<file path="src/rtl/mul_add_pipe_if.sv">
// mul_add_pipe_if
// Groups the streaming handshake and data signals of mul_add_pipe.
//   Input side : in_valid, in_ready, A, B, C, mode, in_last
//   Output side: out_valid, out_ready, DATA_OUT, out_ovf
// Modports:
//   master - the environment. It drives operands and out_ready,
//            and it observes in_ready and the result.
//   slave  - the datapath. It accepts operands and drives the result.
interface mul_add_pipe_if #(
    parameter int S = 8,
    parameter int G = 4
);
    localparam int W = 2 * S + G;

    logic         in_valid;
    logic         in_ready;
    logic [S-1:0] A;
    logic [S-1:0] B;
    logic [S-1:0] C;
    logic [1:0]   mode;
    logic         in_last;
    logic         out_valid;
    logic         out_ready;
    logic [W-1:0] DATA_OUT;
    logic         out_ovf;

    modport master (
        output in_valid, A, B, C, mode, in_last, out_ready,
        input  in_ready, out_valid, DATA_OUT, out_ovf
    );

    modport slave (
        input  in_valid, A, B, C, mode, in_last, out_ready,
        output in_ready, out_valid, DATA_OUT, out_ovf
    );
endinterface

</file>
<file path="src/rtl/mul_add_pipe.sv">
// mul_add_pipe
// Two-register streaming multiply-add / accumulate datapath.
// The block computes A*B+C, passes C through, or accumulates A*B products across a burst.
// All sums are W = 2*S+G bits wide and wrap modulo 2^W. The flag out_ovf reports any wrap.
// Ports:
//   clk   - rising-edge clock
//   reset - asynchronous, active-low reset
//   bus   - mul_add_pipe_if.slave. It carries the in_valid/in_ready operand channel
//           (A, B, C, mode, in_last) and the out_valid/out_ready result channel
//           (DATA_OUT, out_ovf).
module mul_add_pipe #(
    parameter int S = 8,
    parameter int G = 4
) (
    input logic          clk,
    input logic          reset,
    mul_add_pipe_if.slave bus
);
    localparam int W = 2 * S + G;

    localparam logic [1:0] MODE_MULADD   = 2'b00;
    localparam logic [1:0] MODE_ACC      = 2'b01;
    localparam logic [1:0] MODE_ACC_INIT = 2'b10;
    localparam logic [1:0] MODE_PASS     = 2'b11;

    localparam logic [0:0] IDLE  = 1'b0;
    localparam logic [0:0] ACCUM = 1'b1;

    logic           en;
    logic           accept;
    logic [2*S-1:0] product;

    logic           s1_valid;
    logic [2*S-1:0] s1_p;
    logic [S-1:0]   s1_c;
    logic [1:0]     s1_mode;
    logic           s1_last;

    logic [0:0]     state;
    logic [W-1:0]   acc;
    logic           ovf_acc;

    logic [W-1:0]   data_q;
    logic           out_valid_q;
    logic           out_ovf_q;

    logic [W-1:0]   p_ext;
    logic [W-1:0]   c_ext;
    logic [W-1:0]   acc_base;
    logic           ovf_prior;
    logic [W:0]     sum_full;

    // The whole pipeline stalls only when a result is waiting and the sink refuses it.
    assign en          = !(out_valid_q && !bus.out_ready);
    assign accept      = bus.in_valid && en;
    assign product     = {{S{1'b0}}, bus.A} * {{S{1'b0}}, bus.B};

    assign bus.in_ready  = en;
    assign bus.out_valid = out_valid_q;
    assign bus.DATA_OUT  = data_q;
    assign bus.out_ovf   = out_ovf_q;

    // ACC_INIT restarts the burst from C and drops any prior overflow.
    // ACC continues the open burst, or starts from zero when no burst is active.
    always_comb begin
        p_ext     = {{G{1'b0}}, s1_p};
        c_ext     = {{(W-S){1'b0}}, s1_c};
        acc_base  = (state == ACCUM) ? acc : '0;
        ovf_prior = ovf_acc;
        if (s1_mode == MODE_ACC_INIT) begin
            acc_base  = c_ext;
            ovf_prior = 1'b0;
        end
        sum_full = {1'b0, acc_base} + {1'b0, p_ext};
    end

    // Stage 1 captures the product and control fields of each accepted beat.
    always_ff @(posedge clk or negedge reset) begin
        if (!reset) begin
            s1_valid <= 1'b0;
            s1_p     <= '0;
            s1_c     <= '0;
            s1_mode  <= MODE_MULADD;
            s1_last  <= 1'b0;
        end else if (en) begin
            s1_valid <= accept;
            if (accept) begin
                s1_p    <= product;
                s1_c    <= bus.C;
                s1_mode <= bus.mode;
                s1_last <= bus.in_last;
            end
        end
    end

    // Stage 2 computes the result and updates the accumulator and burst FSM.
    // A non-last accumulate beat updates internal state only and produces no result.
    always_ff @(posedge clk or negedge reset) begin
        if (!reset) begin
            data_q      <= '0;
            out_valid_q <= 1'b0;
            out_ovf_q   <= 1'b0;
            acc         <= '0;
            ovf_acc     <= 1'b0;
            state       <= IDLE;
        end else if (en) begin
            out_valid_q <= 1'b0;
            if (s1_valid) begin
                case (s1_mode)
                    MODE_MULADD: begin
                        data_q      <= p_ext + c_ext;
                        out_valid_q <= 1'b1;
                        out_ovf_q   <= 1'b0;
                    end
                    MODE_PASS: begin
                        data_q      <= c_ext;
                        out_valid_q <= 1'b1;
                        out_ovf_q   <= 1'b0;
                    end
                    default: begin
                        if (s1_last) begin
                            data_q      <= sum_full[W-1:0];
                            out_ovf_q   <= ovf_prior | sum_full[W];
                            out_valid_q <= 1'b1;
                            acc         <= '0;
                            ovf_acc     <= 1'b0;
                            state       <= IDLE;
                        end else begin
                            acc     <= sum_full[W-1:0];
                            ovf_acc <= ovf_prior | sum_full[W];
                            state   <= ACCUM;
                        end
                    end
                endcase
            end
        end
    end
endmodule

</file>
<file path="src/flat_wrapper.sv">
// flat-port wrapper written by rule: the top's interface ports become plain ports
module mul_add_pipe_flat 
#(
    parameter int S = 8,
    parameter int G = 4
)
  (clk, reset, bus_in_valid, bus_A, bus_B, bus_C, bus_mode, bus_in_last, bus_out_ready, bus_in_ready, bus_out_valid, bus_DATA_OUT, bus_out_ovf);
  mul_add_pipe_if #(.S(S), .G(G)) bus_i ();
  input logic clk;
  input logic reset;
  input wire logic [$bits(bus_i.in_valid)-1:0] bus_in_valid;
  input wire logic [$bits(bus_i.A)-1:0] bus_A;
  input wire logic [$bits(bus_i.B)-1:0] bus_B;
  input wire logic [$bits(bus_i.C)-1:0] bus_C;
  input wire logic [$bits(bus_i.mode)-1:0] bus_mode;
  input wire logic [$bits(bus_i.in_last)-1:0] bus_in_last;
  input wire logic [$bits(bus_i.out_ready)-1:0] bus_out_ready;
  output wire logic [$bits(bus_i.in_ready)-1:0] bus_in_ready;
  output wire logic [$bits(bus_i.out_valid)-1:0] bus_out_valid;
  output wire logic [$bits(bus_i.DATA_OUT)-1:0] bus_DATA_OUT;
  output wire logic [$bits(bus_i.out_ovf)-1:0] bus_out_ovf;
  assign bus_i.in_valid = bus_in_valid;
  assign bus_i.A = bus_A;
  assign bus_i.B = bus_B;
  assign bus_i.C = bus_C;
  assign bus_i.mode = bus_mode;
  assign bus_i.in_last = bus_in_last;
  assign bus_i.out_ready = bus_out_ready;
  assign bus_in_ready = bus_i.in_ready;
  assign bus_out_valid = bus_i.out_valid;
  assign bus_DATA_OUT = bus_i.DATA_OUT;
  assign bus_out_ovf = bus_i.out_ovf;
  mul_add_pipe #(.S(S), .G(G)) u_core (.clk(clk), .reset(reset), .bus(bus_i));
endmodule
</file>
<file path="config.mk">
export PLATFORM = sky130hd
export DESIGN_NAME = mul_add_pipe_flat
export DESIGN_NICKNAME = d
export VERILOG_FILES = /design/src/rtl/mul_add_pipe_if.sv /design/src/rtl/mul_add_pipe.sv /design/src/flat_wrapper.sv
export SDC_FILE = /design/constraint.sdc
export NUM_CORES = 1
export LEC_CHECK = 0
export ABC_CLOCK_PERIOD_IN_PS = 3800
export CORE_MARGIN = 5
export CORE_UTILIZATION = 38
export CTS_BUF_LIST = sky130_fd_sc_hd__clkbuf_4
export DETAILED_ROUTE_END_ITERATION = 10
export GPL_TIMING_DRIVEN = 0
export SYNTH_ARGS = -nofsm -noshare
export SYNTH_HDL_FRONTEND = slang
export SYNTH_SLANG_ARGS = --single-unit
</file>
<file path="constraint.sdc">
create_clock -name clk -period 3.8 [get_ports clk]
set_input_delay 0.76 -clock clk [delete_from_list [all_inputs] [get_ports clk]]
set_output_delay 0.76 -clock clk [all_outputs]
set_load 0.02 [all_outputs]
</file>
==> reports/results.ini, run 1 <==
[timing]
tightest_slew_ps = 711.6
hold_ws_ps = 323.7
fin_crit_sh_pct = 106.7
fin_crit_ps = 4053
hold_viol = 0
fmax_ghz = 0.2467
fin_ws_ps = -253.2
setup_viol_count_final = 7
drv_slew = 0
skew_ps = 14.98
grt_setup_unrepaired = true
relSlewSlack_pct = 52.56

[die]
dieArea_um2 = 19990
core_area_um2 = 17120
fp.dieW_um = 141.4
ios = 54
die-height_um = 141.4
fp-row-count = 48
start_util_pct = 38.33

[finish]
final_cell_mix = dfrtp_1, nand2_1, ha_1
areaGrowthSynthToFinish_pct = 19.22
final_common_cell = dfrtp_1
drive_above_1_share_pct = 16.11
finalNetCount = 910

[outcome]
status = finished, violations left
violations = setup timing

[logic_synthesis]
synth_compound_area_share_pct = 19.51
synthTopCellsByArea = dfrtp_1, ha_1, fa_1
synth_area_um2 = 6561
ys_seq_elements = 72
yosysUniqueCellTypes = 60
synth_top_area_cell = dfrtp_1
synthMuxAreaShare_pct = 2.879
syn_inst = 701
ys_seq_area_share_pct = 27.46
syn-num-nets = 833
synth_edf_count = 0
yosys.area_share.adder_pct = 23.61
synthArstFlopShare_pct = 100.0
syn_area_per_cell_um2 = 9.360
synth_top_flop_cell = dfrtp_1
synth_top_area_share_pct = 27.46
synth_top_family_by_area = adder cells
yosys.area_share.simple_pct = 16.04
yosysWarnings = 0
synthXorXnorAreaFrac_pct = 5.740

[power]
power.density_nw_per_um2 = 707.4
ir_drop_v = 0.0003101
p_leak_nw = 3.615
total_power_mw = 5.534

[global_route]
grt-ovfl-total = 0
grt_max_degree = 73
grt_pass1_wl_um = 28860
grt_pass1_vias = 5653
track_usage_pct = 17.81
antenna_found_initial = 2

[route]
first_pass_iters = 5
wl_per_cell_um = 16.99
vias = 5448
totalWireLength_um = 17130
via_per_inst = 5.405
drcViolationCount = 0
ant_nets = 0
drtIter0Drc = 255

[clock_network]
cts.sinks = 72
clock_latency_ps = 440
cts-root-buf = clkbuf_4
numCtsBuffers = 9
cts_tree = yes
htree_num_levels = 3
path_clk_slew_ps = 120
ctsLongestPathBuffers = 2
cts_hold_buf = 0

[placed_design]
io_buffers = 53
dpl.hpwl_um = 13390
gp_congestion = 0.9556

[worst_setup_path]
start_kind = input pin
path_class = input pin to flip-flop
ff2ff_path_depth = 13
crit_arrival_ps = 4370
worstPathMaxFanout = 5
required_ps = 4120
end_kind = flip-flop

[job]
maxCapViolCount = 0

[hold_path]
holdCritPathClass = input pin to async pin

cell usage after synthesis (8+ instances only):
cell type,n
a21o_1,15
a21oi_1,30
a22o_1,19
and2_1,53
and3_1,12
clkbuf_1,17
dfrtp_1,72
fa_1,38
ha_1,63
inv_1,57
mux2_2,15
nand2_1,71
nand3_1,9
nor2_1,24
o211ai_1,8
o21a_1,10
o21ai_0,33
xnor2_1,22
xor2_1,21
worst paths after layout:
check,start,end,slack (ps)
max in group asynchronous,reset,u_core.s1_p[8],3200
worst max register to register,u_core.s1_mode[0],u_core.acc[16],180
worst min-delay path,reset,u_core.s1_c[7],320
worst min register to register,u_core.acc[13],u_core.acc[13],490
worst max-delay path,bus_A[5],u_core.s1_p[11],-250
min in group clk,u_core.acc[13],u_core.acc[13],490
layout make-up:
cell class	count	area, um2
antenna	1	2.502
buffer	21	88.84
clock buffer	9	67.56
clock inverter	6	61.31
fill	1656	9294
inverter	58	217.7
multi-input combinational	547	4642
sequential	72	1802
tap	225	281.5
timing repair buffer	69	659.4
cell families after synthesis:
| group | after synthesis |
|---|---|
| and+or+nand+nor | 206 |
| AOI/OAI and AO/OA | 180 |
| adders and majority gates | 101 |
| buffers and inverters | 82 |
| DFF | 72 |
| xor gates and xnor gates | 43 |
| muxes | 17 |
where the power goes:
part,leakage (nW),internal (mW),total [mW],switching [mW]
clock,0.0615,0.193,0.469,0.276
sequential,0.907,1.05,1.32,0.279
combinational,2.65,1.70,3.74,2.04
total,3.61,2.94,5.53,2.60
layer usage:
metal,vias up,share of wire [%],wire length (um),GRT usage [%]
met2,134,48,8253,30.27
met4,2,2.3,394,6.162
met5,-,0.076,13,0
met1,2665,45,7668,23.60
li1,2619,-,-,-
met3,28,4.7,800,2.090
through the flow:
stage | setup TNS (ps) | instances | setup WS (ps) | area [um2] | utilization (%)
after floorplan | -2654 | 701 | -527.9 | 6634 | -
after global placement | -45980 | 979 | -1301 | 7446 | 43.50
after detailed placement | -11330 | 980 | -1353 | 7471 | 43.65
after CTS | -928.9 | 999 | -187.1 | 7675 | 44.84
after global routing | -2154 | 1008 | -362.2 | 7823 | 45.70
final | -1332 | 1008 | -253.2 | 7823 | 45.70
sequential cells by signal (all words and copies together), names as in the netlist:
| register | count |
|---|---|
| u_core.acc | 20 |
| u_core.bus.DATA_OUT | 20 |
| u_core.s1_p | 16 |
| u_core.s1_c | 8 |
| u_core.s1_mode | 2 |
| u_core.bus.out_ovf | 1 |
| u_core.bus.out_valid | 1 |
| u_core.ovf_acc | 1 |
| u_core.s1_last | 1 |
| u_core.s1_valid | 1 |
| u_core.state | 1 |
timing repair:
item | 4_1_cts | 5_1_grt
pin swaps | 28 | 27
endpoints found under the setup margin | 13 | 20
gates resized for setup | 97 | 39
setup buffers | 6 | 9
critical path, stage by stage:
cell and delay [ps]:
buf_12 110, and2_4 150, fa_1 550, inv_2 40, fa_1 490, fa_1 440
fa_1 530, inv_2 50, ha_4 230, buf_4 130, buf_6 110, o211ai_1 70
buf_4 160, nand3b_1 120, a31oi_2 200, xor2_1 160, o21ai_1 70
No activity file was read; power rests on OpenSTA's default activity.
==> inputs of run 2 (changes only) <==
SKIP_CTS_REPAIR_TIMING = 1   (was not set)
==> run 2 against run 1 <==
Effect of this change: wire length decreased by 0.40%; maximum frequency increased by 0.70%; register-to-register slack about the same; via count increased by 0.11%; critical path depth decreased by 1; combinational power increased by 2%; first-iteration DRC count increased by 7.5%; the flow still finishes with violations (setup timing); total power increased by 1.3%; clock power about the same; critical endpoint is now u_core.s1_p[12].
==> reports/results.ini, run 2 (synthesis results as in run 1) <==
[outcome]
status = finished, violations left
violations = setup timing

[hold_path]
holdCritPathClass = input pin to async pin

[die]
dieArea_um2 = 19990
fp-row-count = 48
fp.dieW_um = 141.4
ios = 54
die-height_um = 141.4
core_area_um2 = 17120
start_util_pct = 38.33

[timing]
fin_crit_ps = 4025
fmax_ghz = 0.2484
setup_viol_count_final = 6
skew_ps = 13.06
hold_viol = 0
relSlewSlack_pct = 51.86
fin_ws_ps = -225.0
tightest_slew_ps = 722.1
grt_setup_unrepaired = true
drv_slew = 0
hold_ws_ps = 329.9
fin_crit_sh_pct = 105.9

[placed_design]
post_dp_cell_area_um2 = 7471
dp.cells = 980
io_buffers = 53
gp_congestion = 0.9556
dpl.hpwl_um = 13390

[route]
totalWireLength_um = 17060
drcViolationCount = 0
drtIter0Drc = 274
ant_nets = 0
via_per_inst = 5.395
vias = 5454
wl_per_cell_um = 16.88
first_pass_iters = 5

[worst_setup_path]
start_kind = input pin
r2r-start = u_core.s1_mode[0]
required_ps = 4110
crit_arrival_ps = 4340
ff2ff_path_depth = 13
end_kind = flip-flop
critPathLaunch = bus_A[5]
worstPathMaxFanout = 8
path_class = input pin to flip-flop

[finish]
final_common_cell = dfrtp_1
areaGrowthSynthToFinish_pct = 20.73
final_cell_mix = dfrtp_1, nand2_1, ha_1
nFillCells = 1636
finalNetCount = 913
fin_area_um2 = 7921
fin_cells = 1011
fin_util_pct = 46.28
drive_above_1_share_pct = 16.18

[clock_network]
clock_latency_ps = 430
numCtsBuffers = 9
path_clk_slew_ps = 120
ctsLongestPathBuffers = 2
cts-root-buf = clkbuf_4
htree_num_levels = 3
cts_tree = yes
cts.sinks = 72

[global_route]
grt-ovfl-total = 0
grt_pass1_vias = 5592
track_usage_pct = 17.54
grt_pass1_wl_um = 28430
grt_max_degree = 73
antenna_found_initial = 2

[power]
ir_drop_v = 0.0003101
p_leak_nw = 3.673
power.density_nw_per_um2 = 707.8

[job]
maxCapViolCount = 0

[run 2: changes by cell type in the layout (fill, tap and decap cells not counted), sizes merged]
| cell | previous run | this run |
|---|---|---|
| clkbuf | 29 | 26 |
| buf | 34 | 38 |
| dlymetal6s2s | 0 | 2 |
[run 2: metal layers]
layer	vias up	share of wire [%]	GRT usage [%]
met5	-	0.076	0
met4	2	2.5	6.061
met3	35	4.4	2.056
met2	135	48	29.92
met1	2652	45	23.14
li1	2630	-	-
[run 2: stage by stage]
step / worst slack, ps / setup TNS (ps) / power [mW]
global route: -366.7 / -1817 / 6.084
floorplan: -527.9 / -2654 / 3.775
detailed placement: -1353 / -11330 / 4.745
CTS: -866.3 / -6393 / 5.235
global placement: -1301 / -45980 / 4.659
finish: -225.0 / -784.4 / 5.607
[run 2: worst paths after layout]
| check | end | slack [ps] |
|---|---|---|
| worst min register to register | u_core.acc[13] | 490 |
| worst max register to register | u_core.acc[16] | 180 |
| worst max-delay path | u_core.s1_p[12] | -230 |
| min in group clk | u_core.acc[13] | 490 |
| max in group asynchronous | u_core.s1_p[8] | 3200 |
| worst min-delay path | u_core.s1_c[7] | 330 |
[run 2: final cells by class]
type | instances | area, um2 | area share [%]
repair buffers | 70 | 724.4 | 9.145
clock buffers | 9 | 67.56 | 0.8529
multi-input cells | 547 | 4657 | 58.79
flip-flops and latches | 72 | 1802 | 22.75
inverters | 58 | 217.7 | 2.748
plain buffers | 23 | 107.6 | 1.358
clock inverters | 6 | 61.31 | 0.7740
well taps | 225 | 281.5 | 3.554
diodes | 1 | 2.502 | 0.03159
[run 2: power by group]
group | switching, mW | internal, mW | leakage (nW)
Clock | 0.275 | 0.193 | 0.0615
Sequential | 0.282 | 1.05 | 0.907
Combinational | 2.05 | 1.76 | 2.71
Total | 2.61 | 3.00 | 3.67
[run 2: worst max-delay path, cell delays in order]
cell       delay [ps]
buf_6             110
and2_4            160
fa_1              530
inv_1              50
fa_1              520
fa_1              430
fa_1              500
inv_2              50
ha_4              220
o21a_1            180
o21a_4            210
nand3_2            70
nor2_2             60
a2111oi_4         220
xor2_1            180
o21ai_1            80
==> inputs of run 3 (changes only) <==
ABC_CLOCK_PERIOD_IN_PS = 3600   (was 3800)
GPL_ROUTABILITY_DRIVEN = 0   (was not set)
TNS_END_PERCENT = 5   (was not set)
clock period = 3.6 ns   (was 3.8 ns; I/O delays follow)
==> run 3 against run 2 <==
Effect of this change: the flow still finishes with violations (setup timing); largest cell class unchanged; clock power rose by 7.7%; non-clock buffer count is 9 lower; cell count fell by 0.89%; hold slack better by 55 ps; via count shrank 1.5%; total power increased by 1.6%; highest routed layer unchanged.
==> reports/results.ini, run 3 (synthesis results as in run 1) <==
[timing]
fin_crit_sh_pct = 111.9
fin_ws_ps = -429.2
fmax_ghz = 0.2482
setup_viol_count_final = 20
hold_viol = 0
relSlewSlack_pct = 41.22
tightest_slew_ps = 881.8
skew_ps = 14.15
grt_setup_unrepaired = true
drv_slew = 0
fin_crit_ps = 4029
hold_ws_ps = 384.7

[power]
ir_drop_v = 0.0002641
power.density_nw_per_um2 = 739.5
p_leak_nw = 3.585

[die]
dieArea_um2 = 19990
fp.dieW_um = 141.4
ios = 54
die-height_um = 141.4
start_util_pct = 38.33
core_area_um2 = 17120
fp-row-count = 48

[route]
drtIter0Drc = 386
ant_nets = 0
wl_per_cell_um = 16.54
first_pass_iters = 5
via_per_inst = 5.363
vias = 5374
drcViolationCount = 0
totalWireLength_um = 16580

[placed_design]
post_dp_cell_area_um2 = 7420
io_buffers = 53
dpl.hpwl_um = 13150
pre_cts_slack_ps = -1580

[finish]
finalNetCount = 904
final_common_cell = dfrtp_1
fin_area_um2 = 7705
final_cell_mix = dfrtp_1, nand2_1, ha_1
drive_above_1_share_pct = 13.13
areaGrowthSynthToFinish_pct = 17.43
regArea_um2 = 1802
multi_input_area_um2 = 4598
n_antenna_cell = 0
nFillCells = 1645

[global_route]
grt_pass1_wl_um = 27870
grt_pass1_vias = 5563
grt_max_degree = 73
grt-ovfl-total = 0
antenna_found_initial = 1
track_usage_pct = 17.03

[worst_setup_path]
end_kind = flip-flop
critPathBufInv = 3
critPathTopFamily = adder cells
crit_top_cell = fa_1
path_class = input pin to flip-flop
slowest_delay_ps = 560
start_kind = input pin
required_ps = 3920
path_cells = buf_12 -> and2_4 -> fa_1 -> inv_1 -> fa_1 -> fa_1 -> fa_1 -> inv_2 -> ha_4 -> o21a_1 -> o21a_1 -> nand3_2 -> nor2_4 -> a2111oi_4 -> xor2_1 -> o21ai_1
worstPathMaxFanout = 8
r2r_setup_slack_ps = -280
crit_arrival_ps = 4350
cpMaxStageDelayCell = fa_1

[clock_network]
ctsLongestPathBuffers = 2
htree_num_levels = 3
cts_tree = yes
cts-root-buf = clkbuf_4
cts.sinks = 72
clock_latency_ps = 440
path_clk_slew_ps = 120
numCtsBuffers = 9

[job]
maxCapViolCount = 0

[outcome]
violations = setup timing
status = finished, violations left

[hold_path]
holdCritPathClass = input pin to async pin

[run 3: final timing paths]
kind,from,to,depth (start not counted)
setup / recovery,bus_B[3],u_core.s1_p[12],16
hold / removal,reset,u_core.bus.DATA_OUT[2],1
setup reg to reg,u_core.s1_mode[0],u_core.bus.DATA_OUT[8],15
hold reg to reg,u_core.bus.DATA_OUT[6],u_core.bus.DATA_OUT[6],2
max in group asynchronous,reset,u_core.acc[13],1
min in group clk,u_core.bus.DATA_OUT[6],u_core.bus.DATA_OUT[6],2
[run 3: report_power, final]
group,leakage [nW],switching (mW),internal (mW)
logic,2.60,2.10,1.70
registers,0.907,0.287,1.10
clock network,0.0757,0.283,0.221
[run 3: cell type report]
type | instances | share of cell area [%]
Tap cell | 225 | 3.654
Inverter | 58 | 2.826
Multi-Input combinational cell | 547 | 59.68
Clock buffer | 11 | 1.072
Sequential cell | 72 | 23.38
Clock inverter | 5 | 0.6171
Buffer | 23 | 1.299
Timing Repair Buffer | 61 | 7.470
[run 3: metal layers]
layer	vias to the layer above	global-route usage [%]	part of all wire [%]
met5	-	0	0.078
met4	2	5.707	2.8
met3	44	2.562	4.3
met2	146	28.62	47
met1	2581	22.56	46
li1	2601	-	-
[run 3: through the flow]
| step | utilization (%) | setup TNS [ps] | cells | power [mW] |
|---|---|---|---|---|
| after floorplan | - | -4637 | 701 | 3.948 |
| after global placement | 43.36 | -61330 | 979 | 4.851 |
| after detailed placement | 43.35 | -15300 | 979 | 4.937 |
| after CTS | 44.11 | -10070 | 995 | 5.463 |
| after global routing | 45.01 | -9613 | 1002 | 6.196 |
| final | 45.01 | -4292 | 1002 | 5.698 |
==> RTL change (flow settings as in run 2) <==
Reset style: synchronous (`reset`), changed in 2 clocked blocks. Comments in the files are not updated.
--- a/src/rtl/mul_add_pipe.sv
+++ b/src/rtl/mul_add_pipe.sv
@@ -75,7 +75,7 @@
     end
 
     // Stage 1 captures the product and control fields of each accepted beat.
-    always_ff @(posedge clk or negedge reset) begin
+    always_ff @(posedge clk) begin
         if (!reset) begin
             s1_valid <= 1'b0;
             s1_p     <= '0;
@@ -95,7 +95,7 @@
 
     // Stage 2 computes the result and updates the accumulator and burst FSM.
     // A non-last accumulate beat updates internal state only and produces no result.
-    always_ff @(posedge clk or negedge reset) begin
+    always_ff @(posedge clk) begin
         if (!reset) begin
             data_q      <= '0;
             out_valid_q <= 1'b0;
Behaviour: differs if reset is asserted again (counterexample within 4 cycles, from zero or initial values and one cycle with reset low); with reset held inactive, the same outputs for 4 cycles.
==> RTL change against run 2 <==
  * The flow still finishes with violations (negative setup slack)
  * Final cell count up 4.9%
  * Sequential cell count unchanged
  * Worst setup slack worse by 0.12 ns
  * Synthesized area down 4.4%
  * Global-route usage up 0.56 points
  * Worst hold slack better by 0.13 ns
  * Clock skew up 0.0079 ns
  * Count of clock-buffer cells in the layout up 2
  * Final area down 5.8%
  * Routed wire length up 0.25%
  * Critical endpoint is now u_core.s1_p[14]$_SDFFE_PN0P_
  * Largest cell class unchanged
Power is not compared: it rests on default switching activity, and its combinational part moved more than twofold at a synthesized area within 25%.
==> RTL change: results (changes against run 2) <==
| Metric | Value |
|---|---|
| Met1 WL | `8280 um (was 7700 um)` |
| First-pass GRT wire length | `28300 um (was 28400 um)` |
| Total GRT Usage | `18.1% (was 17.5%)` |
| IO buf count | `52 (was 53)` |
| Met3 routed WL | `707 um (was 751 um)` |
| Initial DRC count | `390 (was 274)` |
| Met1 usage | `25.4% (was 23.1%)` |
| Status | `complete, but fails checks (unchanged)` |
| Grt met2 use | `29.6% (was 29.9%)` |
| Largest cells by area after synthesis | `dfxtp_1 (23%), ha_1 (13%), fa_1 (12%), and2_1 (6.4%), nand2_1 (5.9%) (was dfrtp_1 (27%), ha_1 (12%), fa_1 (12%), and2_1 (5.1%), nand2_1 (4.1%))` |
| Vias per cell | `5.18 (was 5.39)` |
| CP max FO | `6 (was 8)` |
| Post-synthesis sequential area ratio | `23.0% (was 27.5%)` |
| Largest net degree at the start of global routing | `12 (was 73)` |
| Leading cell types by count after synthesis | `nand2_1 (99), dfxtp_1 (72), and2_1 (64) (was dfrtp_1 (72), nand2_1 (71), ha_1 (63))` |
| Top Metal Used | `met4 (was met5)` |
| Post-layout nets | `968 (was 913)` |
| Clk_lat worst skew | `0.45 ns (was 0.43 ns)` |
| Worst hold path class | `flip-flop to flip-flop (was primary input to asynchronous set/reset pin)` |
| Ys async rst share | `0% (was 100%)` |
| Failing checks | `negative setup slack (unchanged)` |
| Synth cell types | `59 (was 60)` |
| DP HPWL | `13600 um (was 13400 um)` |
| Final Skew | `0.0210 ns (was 0.0131 ns)` |
| Fillers | `1683 (was 1636)` |
| R2r setup slk | `0.24 ns (was 0.18 ns)` |
| GPL Wtd Cong | `0.883 (was 0.956)` |
| Sw Ratio | `42.1%` |
| Ys Warns | `0 (unchanged)` |
| Critical path arrival | `4.49 ns (was 4.34 ns)` |
| Wire length on met2 | `7950 um (was 8180 um)` |
| Net count after synthesis | `899 (was 833)` |
| Final setup fails | `8 (was 6)` |
| Drt wl/cell | `16.1 um (was 16.9 um)` |
| Met3 usage | `3.25% (was 2.06%)` |
| Ant. Diodes | `0 (was 1)` |
| Via count of the first global-routing pass | `5408 (was 5592)` |
| Worst setup margin | `-0.341 ns (was -0.225 ns)` |
| Place WS | `-1.56 ns (was -1.35 ns)` |
| Fraction of layout cells with a size suffix above 1 | `9.63% (was 16.2%)` |
| Initial antenna violation count | `0 (was 2)` |
| Slew headroom | `55.2% (was 51.9%)` |
## RTL change: path summary, 6_finish.rpt
| check | from | endpoint | cells after the start |
|---|---|---|---|
| hold reg to reg | u_core.bus.DATA_OUT[19]$_SDFFE_PN0P_ | u_core.bus.DATA_OUT[19]$_SDFFE_PN0P_ | 2 |
| hold / removal | u_core.bus.DATA_OUT[19]$_SDFFE_PN0P_ | u_core.bus.DATA_OUT[19]$_SDFFE_PN0P_ | 2 |
| setup reg to reg | u_core.s1_mode[0]$_SDFFE_PN0P_ | u_core.acc[18]$_SDFFE_PN0P_ | 16 |
| setup / recovery | bus_A[4] | u_core.s1_p[14]$_SDFFE_PN0P_ | 18 |
## RTL change: kinds of logic (layout without fill, tap and decap cells)
group	count (synthesis)	in the layout	share of synthesized area, %
compound gates	189	189	19.7
xor+xnor	40	40	5.59
fa+ha+maj	101	101	24.7
buf+inv	88	162	5.31
flops	72	72	23.0
mux	2	2	0.319
simple gates	275	275	21.4
## RTL change: per-stage QoR
stage                     hold WS [ns]  TNS (ns)  instances  instance area (um2)  util, %
final                            0.463     -1.62       1061                 7460     45.5
after global routing             0.507     -2.92       1061                 7460     45.5
after CTS                        0.469     -7.53       1055                 7290     44.4
after detailed placement         0.441    -12.79       1039                 7180     43.8
after global placement           0.434    -12.31       1039                 7180     43.8
after floorplan                  0.435     -2.01        767                 6390        -
## RTL change: final cells by class
cell class,count,share of cell area (%)
inverters,55,2.77
clock inverters,5,0.319
plain buffers,32,1.68
clock buffers,11,1.11
repair buffers,59,8.32
multi-input cells,607,62.8
flip-flops and latches,72,19.3
well taps,220,3.69
